<file path="src/rtl/cp0_pkg.sv">
// Shared definitions for the coprocessor-0 exception/interrupt controller:
// register indices, field positions, exception codes and packing helpers.
package cp0_pkg;

    localparam logic [4:0] REG_SR    = 5'd12;
    localparam logic [4:0] REG_CAUSE = 5'd13;
    localparam logic [4:0] REG_EPC   = 5'd14;
    localparam logic [4:0] REG_PRID  = 5'd15;

    localparam int SR_IE_BIT     = 0;
    localparam int SR_EXL_BIT    = 1;
    localparam int SR_IM_LSB     = 10;
    localparam int SR_IM_MSB     = 15;
    localparam int CAUSE_EXC_LSB = 2;
    localparam int CAUSE_EXC_MSB = 6;
    localparam int CAUSE_IP_LSB  = 10;
    localparam int CAUSE_IP_MSB  = 15;
    localparam int CAUSE_BD_BIT  = 31;

    typedef enum logic [4:0] {
        EXC_INT     = 5'd0,
        EXC_ADEL    = 5'd4,
        EXC_ADES    = 5'd5,
        EXC_SYSCALL = 5'd8,
        EXC_RI      = 5'd10,
        EXC_OV      = 5'd12
    } exc_code_e;

    localparam logic [31:0] HANDLER_ADDR = 32'h0000_4180;

    function automatic logic [31:0] pack_sr(input logic [5:0] im,
                                            input logic       exl,
                                            input logic       ie);
        logic [31:0] v;
        v = '0;
        v[SR_IM_MSB:SR_IM_LSB] = im;
        v[SR_EXL_BIT]          = exl;
        v[SR_IE_BIT]           = ie;
        return v;
    endfunction

    function automatic logic [31:0] pack_cause(input logic       bd,
                                               input logic [5:0] ip,
                                               input logic [4:0] exc);
        logic [31:0] v;
        v = '0;
        v[CAUSE_BD_BIT]                = bd;
        v[CAUSE_IP_MSB:CAUSE_IP_LSB]   = ip;
        v[CAUSE_EXC_MSB:CAUSE_EXC_LSB] = exc;
        return v;
    endfunction

endpackage

</file>
<file path="src/rtl/cp0.sv">
// Coprocessor-0 beside the M stage: holds SR/Cause/EPC/PRId, arbitrates
// interrupts against pipelined exceptions and raises the redirect request.
module cp0
    import cp0_pkg::*;
#(
    parameter logic [31:0] PRID    = 32'h1234_5678,
    parameter logic [31:0] HANDLER = HANDLER_ADDR
) (
    input  logic        clk,
    input  logic        reset,
    input  logic        en,
    input  logic [4:0]  cp0_addr,
    input  logic [31:0] cp0_in,
    output logic [31:0] cp0_out,
    input  logic [31:0] vpc,
    input  logic        bd_in,
    input  logic [4:0]  exc_code_in,
    input  logic [5:0]  hw_int,
    input  logic        eret,
    output logic        req,
    output logic [31:0] epc_out
);

    if (HANDLER[1:0] != 2'b00) begin : g_handler_check
        $error("cp0: HANDLER must be word aligned");
    end

    logic [5:0]  im_q, im_d;
    logic        exl_q, exl_d;
    logic        ie_q, ie_d;
    logic        bd_q, bd_d;
    logic [5:0]  ip_q, ip_d;
    logic [4:0]  exc_q, exc_d;
    logic [31:0] epc_q, epc_d;

    logic        int_req;
    logic        exc_req;
    logic [31:0] epc_target;

    // Interrupts win over exceptions; EXL masks both until eret.
    always_comb begin
        int_req    = (|(hw_int & im_q)) & ie_q & ~exl_q;
        exc_req    = (exc_code_in != 5'd0) & ~exl_q;
        req        = (int_req | exc_req) & reset;
        epc_target = bd_in ? (vpc - 32'd4) : vpc;
    end

    always_ff @(posedge clk or negedge reset) begin
        if (!reset) begin
            im_q  <= '0;
            exl_q <= 1'b0;
            ie_q  <= 1'b0;
            bd_q  <= 1'b0;
            ip_q  <= '0;
            exc_q <= '0;
            epc_q <= '0;
        end else begin
            im_q  <= im_d;
            exl_q <= exl_d;
            ie_q  <= ie_d;
            bd_q  <= bd_d;
            ip_q  <= ip_d;
            exc_q <= exc_d;
            epc_q <= epc_d;
        end
    end

    always_comb begin
        im_d  = im_q;
        exl_d = exl_q;
        ie_d  = ie_q;
        bd_d  = bd_q;
        ip_d  = hw_int;
        exc_d = exc_q;
        epc_d = epc_q;

        if (req) begin
            // Taking the exception discards any coincident mtc0 or eret.
            exl_d = 1'b1;
            exc_d = int_req ? EXC_INT : exc_code_in;
            bd_d  = bd_in;
            epc_d = epc_target & 32'hFFFF_FFFC;
        end else begin
            if (en) begin
                case (cp0_addr)
                    REG_SR: begin
                        im_d  = cp0_in[SR_IM_MSB:SR_IM_LSB];
                        exl_d = cp0_in[SR_EXL_BIT];
                        ie_d  = cp0_in[SR_IE_BIT];
                    end
                    REG_EPC: epc_d = cp0_in;
                    default: ;
                endcase
            end
            if (eret) begin
                exl_d = 1'b0;
            end
        end
    end

    always_comb begin
        cp0_out = '0;
        case (cp0_addr)
            REG_SR:    cp0_out = pack_sr(im_q, exl_q, ie_q);
            REG_CAUSE: cp0_out = pack_cause(bd_q, ip_q, exc_q);
            REG_EPC:   cp0_out = epc_q;
            REG_PRID:  cp0_out = PRID;
            default:   cp0_out = '0;
        endcase
    end

    // An mtc0 EPC paired with eret must return to the freshly written address.
    always_comb begin
        epc_out = epc_q;
        if (en && (cp0_addr == REG_EPC) && !req) begin
            epc_out = cp0_in;
        end
    end

endmodule

</file>
<file path="config.mk">
export PLATFORM = sky130hd
export DESIGN_NAME = cp0
export DESIGN_NICKNAME = d
export VERILOG_FILES = /design/src/rtl/cp0_pkg.sv /design/src/rtl/cp0.sv
export SDC_FILE = /design/constraint.sdc
export NUM_CORES = 1
export LEC_CHECK = 0
export BUFFER_PORTS_ARGS = -buffer_cell sky130_fd_sc_hd__buf_2
export CORE_MARGIN = 4
export CORE_UTILIZATION = 53
export DETAILED_ROUTE_END_ITERATION = 16
export HOLD_SLACK_MARGIN = 0.06
export PLACE_DENSITY = 0.83
export SKIP_CTS_REPAIR_TIMING = 1
export SLEW_MARGIN = 0
export SYNTH_ARGS = -nofsm -noshare
export SYNTH_HDL_FRONTEND = slang
export SYNTH_SLANG_ARGS = --single-unit
</file>
<file path="constraint.sdc">
create_clock -name clk -period 3.76 [get_ports clk]
set_input_delay 0.188 -clock clk [delete_from_list [all_inputs] [get_ports clk]]
set_output_delay 0.188 -clock clk [all_outputs]
set_load 0.01 [all_outputs]
</file>
Word level (Yosys, flattened, before mapping). Cells that the tools add are included.

ROM bits: 0. RAM bits: 0. Memories: 0. Bits in registers: 52. Latch bits: 0. Bits of input ports: 85.

Order comparisons: 0. Bitwise gates (word level): 8. Shift-type cells: 0. Reductions and logical operators: 12. Multiplexer cells: 11. Div/mod/pow operators: 0. Equal/unequal tests: 4. $mul: 0. Add/subtract/negate cells: 1.

Operators with widths (count): 32-bit 2-to-1 mux (5); 32-bit one-hot mux with 4 select lines (1); 32-bit by 3-bit subtractor with 32-bit output, second input constant (1); 5-bit by 4-bit == test with 1-bit output, second input constant (4); 6-bit AND (1); 3-bit nonzero test (2); 6-bit OR reduction (1); 5-bit 2-to-1 mux (1); 5-bit nonzero test (1); 1-bit AND (4); 1-bit 2-to-1 mux (4); 2-bit AND reduction (2); 2-bit nonzero test (2); 3-bit AND reduction (1); 1-bit logical AND (2); 1-bit inverter (2); 1-bit logical NOT (1); 1-bit OR (1).

Depth between registers and ports, before layout.
Word-level depth: 9. Mapped depth: 9.

Least setup slack after synthesis. No wires, ideal clock.

Kind: input port to output port. Start: in exc_code_in[0]. End: out epc_out[23]. Stages on the path: 7. Buffers on the path: 1. Arrival: 1979 ps. Setup slack: 1593 ps. Path through: or4_1 -> o21a_1 -> a31oi_2 -> inv_2 -> nor3_4 -> buf_4 -> mux2_1.

Longest elaborated chain between the ends: 7.

RTL lines: start, declared (line cp0.sv:17) `input logic [4:0] exc_code_in,`; 5-bit nonzero test (line cp0.sv:43) `exc_req = (exc_code_in != 5'd0) & ~exl_q;`; 1-bit AND (line cp0.sv:43); 1-bit OR (line cp0.sv:44) `req = (int_req | exc_req) & reset;`; 1-bit AND (line cp0.sv:44); 1-bit logical NOT (line cp0.sv:115) `if (en && (cp0_addr == REG_EPC) && !req) begin`; 1-bit logical AND (line cp0.sv:115); 32-bit 2-to-1 mux (line cp0.sv:115); end, declared (line cp0.sv:21) `output logic [31:0] epc_out`.

Every way passes these cells.

Worst setup path in the final report.
Start: in hw_int[1]. End: out epc_out[17].

Longest elaborated chain between the ends: 9.

RTL lines: start, declared (line cp0.sv:18) `input logic [5:0] hw_int,`; 6-bit AND (line cp0.sv:42) `int_req = (|(hw_int & im_q)) & ie_q & ~exl_q;`; 6-bit OR reduction (line cp0.sv:42); 1-bit AND (2 in a row) (line cp0.sv:42); 1-bit OR (line cp0.sv:44); 1-bit AND (line cp0.sv:44); 1-bit logical NOT (line cp0.sv:115); 1-bit logical AND (line cp0.sv:115); 32-bit 2-to-1 mux (line cp0.sv:115).

Every way passes these cells.

==> reports/metrics.sh <==
OUTCOME='finished clean'
FMAXACHIEVABLE_MHz=329
WORST-ENDPOINT-ARRIVAL_NS=2.85
PIN_COUNT=150
DIE_HEIGHT_UM=92.0
TRITONCTS_CLOCK_TREE='done'
REPORT.POWER.TOTAL_W=0.00175
LAYOUT-AREA-OVERHEAD-VS-SYNTH_PCT=26.0
P_SEQ_SHARE_PCT=43.2
YOSYSWARNINGCOUNT=0
DETAIL_ROUTE.WL_PER_CELL_UM=16.6
CLOCK_NET_SINK_COUNT=52
YS_SEQ_ELEMENTS=52
WL_UM=10600
FINAL_LAYOUT_SIZE_SUFFIX_GT1_SHARE_PCT=43.1
SWITCHING_SHARE_PCT=33.0
DETAILROUTE.WIRELENGTH.MET2_UM=5360
PLACE.DETAILED.INSTANCES=627
PWR-SHARE-CLK_PCT=22.7
POST-SYNTH-TOP-COUNT-CELL='sky130_fd_sc_hd__mux2_2'
DESIGN.FINAL.NETS=630
FINAL.HOLD.WORST_SLACK_NS=0.0398
MAXIMUM_NUMBER_OF_PINS_ON_ONE_NET_BEFORE_GLOBAL_ROUTE_REPAIR=59
CRITICAL_REGISTER_TO_REGISTER_PATH_STARTPOINT='im_q[1]$_DFFE_PN0P_'
REG2REG_SLACK_NS=1.77
SYN-MEAN-INSTANCE-AREA_UM2=9.25
ASYNC_RESET_FF_SHARE_PCT=100
DIE_FOOTPRINT_UM2=8460
DRT-MET1-WL_UM=4480
SEQ_AREA_FRAC_SYNTH_PCT=34.8
POWER.SHARE.COMBINATIONAL_PCT=34.0
FLOORPLAN.INITIALDENSITY_PCT=54.7
SLEW-LIMIT-HEADROOM_PCT=36.8
MAX_CAP_VIOLATIONS=0
TIMING_WORST_SETUP_PATH_TYPE='in2out'
POST_SYNTH_MOST_FREQUENT_CELLS='56 x sky130_fd_sc_hd__mux2_2, 52 x sky130_fd_sc_hd__dfrtp_1, 44 x sky130_fd_sc_hd__nand2_1, 36 x sky130_fd_sc_hd__nor2_1, 22 x sky130_fd_sc_hd__o21ai_0'
START_KIND='primary input'
OVERALL_GLOBAL_ROUTING_USAGE_PCT=25.1
CLK-INSERTION-DELAY-LATE_NS=0.30
SYNTH.NET_COUNT=490
FINAL_ANTENNA_NET_COUNT=0
DRC=0
CTS-BUFFERS-INSERTED=5
SYNTHDOMINANTAREACELLTYPE='sky130_fd_sc_hd__dfrtp_1'
PORTBUFFERS=147
DETAILROUTE.WIRELENGTH.MET3_UM=575
DETAILED_PLACE_HPWL_UM=7910
FINAL.SETUP_SKEW_NS=0.00761
NUM_ANTENNA_CELLS=0
DIE_WIDTH_UM=92.0
NET-SWITCHING-POWER_W=0.000577
SYNTH_TOP_FLOP_CELL='sky130_fd_sc_hd__dfrtp_1'
GRT_PASS1_VIAS=3550
POST_SYNTH_TOP_AREA_SHARE_PCT=34.8
VIA_DENSITY=5.49
RD_PLACE_CONGESTION=0.820
PLACEABLECOREAREA_UM2=6830
FINAL_CORE_UTILIZATION_PCT=68.9
MIN-DELAY-PATH-CLASS='in2async'
PATH_CLK_SLEW_NS=0.10
SETUP_TNS_NS=0
POST-ROUTE-MIN-PERIOD_NS=3.04
CRITICAL_PATH.REG2REG.ENDPOINT='im_q[5]$_DFFE_PN0P_'
P_LEAK_nW=2.16
CRIT_PATH_END_KIND='primary output'
CELL_AREA_POWER_DENSITY_nW_PER_UM2=371
CTS_MAX_LEVEL=2
SYNTH_ENABLE_FLOP_CELLS=0
GRT_PASS1_WL_UM=17300
YS_TOP_CELLS_BY_AREA='sky130_fd_sc_hd__dfrtp_1 35%, sky130_fd_sc_hd__mux2_2 17%, sky130_fd_sc_hd__nand2_1 4.4%'
FF2FF_PATH_DEPTH=6
CTSLONGESTPATHBUFFERS=2
P_INT_W=0.00117
SETUP_REPAIR_AFTER_GLOBAL_ROUTING_MISSED_ITS_MARGIN='no'
FP-ROW-COUNT=30
REPORT.FINAL.HOLD_VIOL_COUNT=0
FINALSETUPVIOLCOUNT=0
CTS_ROOT_BUF='sky130_fd_sc_hd__clkbuf_8'
CRITICAL_PATH.MAX_FANOUT=32
MAX-VDD-IR-DROP_uV=229
GRT.OVERFLOW.TOTAL=0
LAYOUTNONFILLERINSTCOUNT=641
ANTENNA_FOUND_INITIAL=0
DETAIL_ROUTE.FIRST_PASS.ITERATIONS=4
ROUTED-VIA-COUNT=3518
TIMING.CRITICAL_PATH.REQUIRED_NS=3.57
DRT-INITIAL-DRC-COUNT=131
COUNT_OF_PINS_OVER_THEIR_SLEW_LIMIT=0
SYN_AREA_UM2=3740
POST_SYNTH_NUM_CELL_TYPES=49
TIGHTESTPINTRANSITION_NS=0.947
UPPERMOST_ROUTED_LAYER='met4'
MIN_PERIOD_OVER_PERIOD_PCT=80.9
POST_SYNTH_INST_COUNT=404
[power by group through the flow]
stage,Combinational (W),Sequential (W),Clock (W)
detailed placement,0.000591,0.000766,0
global route,0.000659,0.000772,0.000425
floorplan,0.000382,0.000737,0
finish,0.000594,0.000755,0.000397
CTS,0.000595,0.000755,0.000405
global placement,0.000572,0.000760,0
[metal layers]
layer,global-route usage (%),vias to the layer above
li1,-,1706
met5,0,-
met1,32.8,1669
met3,4.18,19
met2,42.6,124
met4,7.30,0
[kinds of logic (layout without fill, tap and decap cells)]
| logic type | count (synthesis) | after routing | synth area share (%) |
|---|---|---|---|
| simple gates | 164 | 164 | 24.2 |
| mux | 76 | 76 | 22.4 |
| flops | 52 | 52 | 34.8 |
| xor+xnor | 26 | 26 | 6.09 |
| buf+inv | 28 | 169 | 3.35 |
| compound gates | 57 | 57 | 8.80 |
| fa+ha+maj | 1 | 1 | 0.335 |
[worst max-delay path by stage]
stage                     slack (ns)  cells after the start                start           to
after floorplan                 1.59                      7       exc_code_in[0]  epc_out[23]
after global placement          1.05                      9       exc_code_in[0]  epc_out[10]
after detailed placement        1.01                      9       exc_code_in[0]  epc_out[17]
after CTS                       0.85                      8  im_q[1]$_DFFE_PN0P_  epc_out[17]
after global routing            0.56                     10            hw_int[1]  epc_out[17]
final                           0.72                     10            hw_int[1]  epc_out[17]
[critical path, stage by stage]
cell	delay [ns]
sky130_fd_sc_hd__dlygate4sd3_1	0.53
sky130_fd_sc_hd__buf_2	0.13
sky130_fd_sc_hd__a22oi_1	0.20
sky130_fd_sc_hd__nand3_1	0.20
sky130_fd_sc_hd__a31oi_4	0.24
sky130_fd_sc_hd__inv_2	0.19
sky130_fd_sc_hd__nor3_4	0.19
sky130_fd_sc_hd__buf_4	0.42
sky130_fd_sc_hd__mux2_2	0.40
sky130_fd_sc_hd__buf_2	0.15
[layout make-up]
cell class | instances | area (µm²)
Inverter | 3 | 11.3
Multi-Input combinational cell | 324 | 2330
Clock buffer | 5 | 68.8
Fill cell | 589 | 2120
Timing Repair Buffer | 158 | 833
Sequential cell | 52 | 1300
Tap cell | 96 | 120
Clock inverter | 3 | 46.3
[through the flow]
step / instance area [µm²] / setup slack, ns
3_3_place_gp: 4530 / 1.05
5_1_grt: 4710 / 0.558
2_1_floorplan: 3740 / 1.59
4_1_cts: 4650 / 0.852
3_5_place_dp: 4530 / 1.01
6_report: 4710 / 0.718
[placed cells by master (no fill, tap or decap), types with 3 or more instances in the layout]
cell type                       Yosys  final
sky130_fd_sc_hd__dfrtp_1           52     52
sky130_fd_sc_hd__nand3_1           12     12
sky130_fd_sc_hd__o21ai_1            7      7
sky130_fd_sc_hd__mux2_1             4      4
sky130_fd_sc_hd__a211oi_1           4      4
sky130_fd_sc_hd__nor4_1             5      5
sky130_fd_sc_hd__nand3b_1           3      3
sky130_fd_sc_hd__nor2_1            36     35
sky130_fd_sc_hd__dlygate4sd3_1      0      6
sky130_fd_sc_hd__buf_4              3      5
sky130_fd_sc_hd__nand2_1           44     44
sky130_fd_sc_hd__or2_2              3      3
sky130_fd_sc_hd__xor2_1            11     11
sky130_fd_sc_hd__nor3_1            12     12
sky130_fd_sc_hd__buf_2              7    147
sky130_fd_sc_hd__clkbuf_8           0      5
sky130_fd_sc_hd__o21ai_0           22     22
sky130_fd_sc_hd__mux2_2            56     56
sky130_fd_sc_hd__xnor2_1           15     15
sky130_fd_sc_hd__and2_1            13     13
sky130_fd_sc_hd__nor2b_1            9      9
sky130_fd_sc_hd__or3_1              3      3
sky130_fd_sc_hd__a21oi_1           13     13
sky130_fd_sc_hd__or4_1              3      3
sky130_fd_sc_hd__a22oi_1            5      5
sky130_fd_sc_hd__mux2i_1           16     16
[flip-flops by register name, indices dropped and copies added (netlist names)]
| register | count |
|---|---|
| im_q | 6 |
| ie_q | 1 |
| exc_q | 5 |
| ip_q | 6 |
| epc_q | 32 |
| bd_q | 1 |
| exl_q | 1 |
Note: power is estimated with default switching activity, not from simulation.
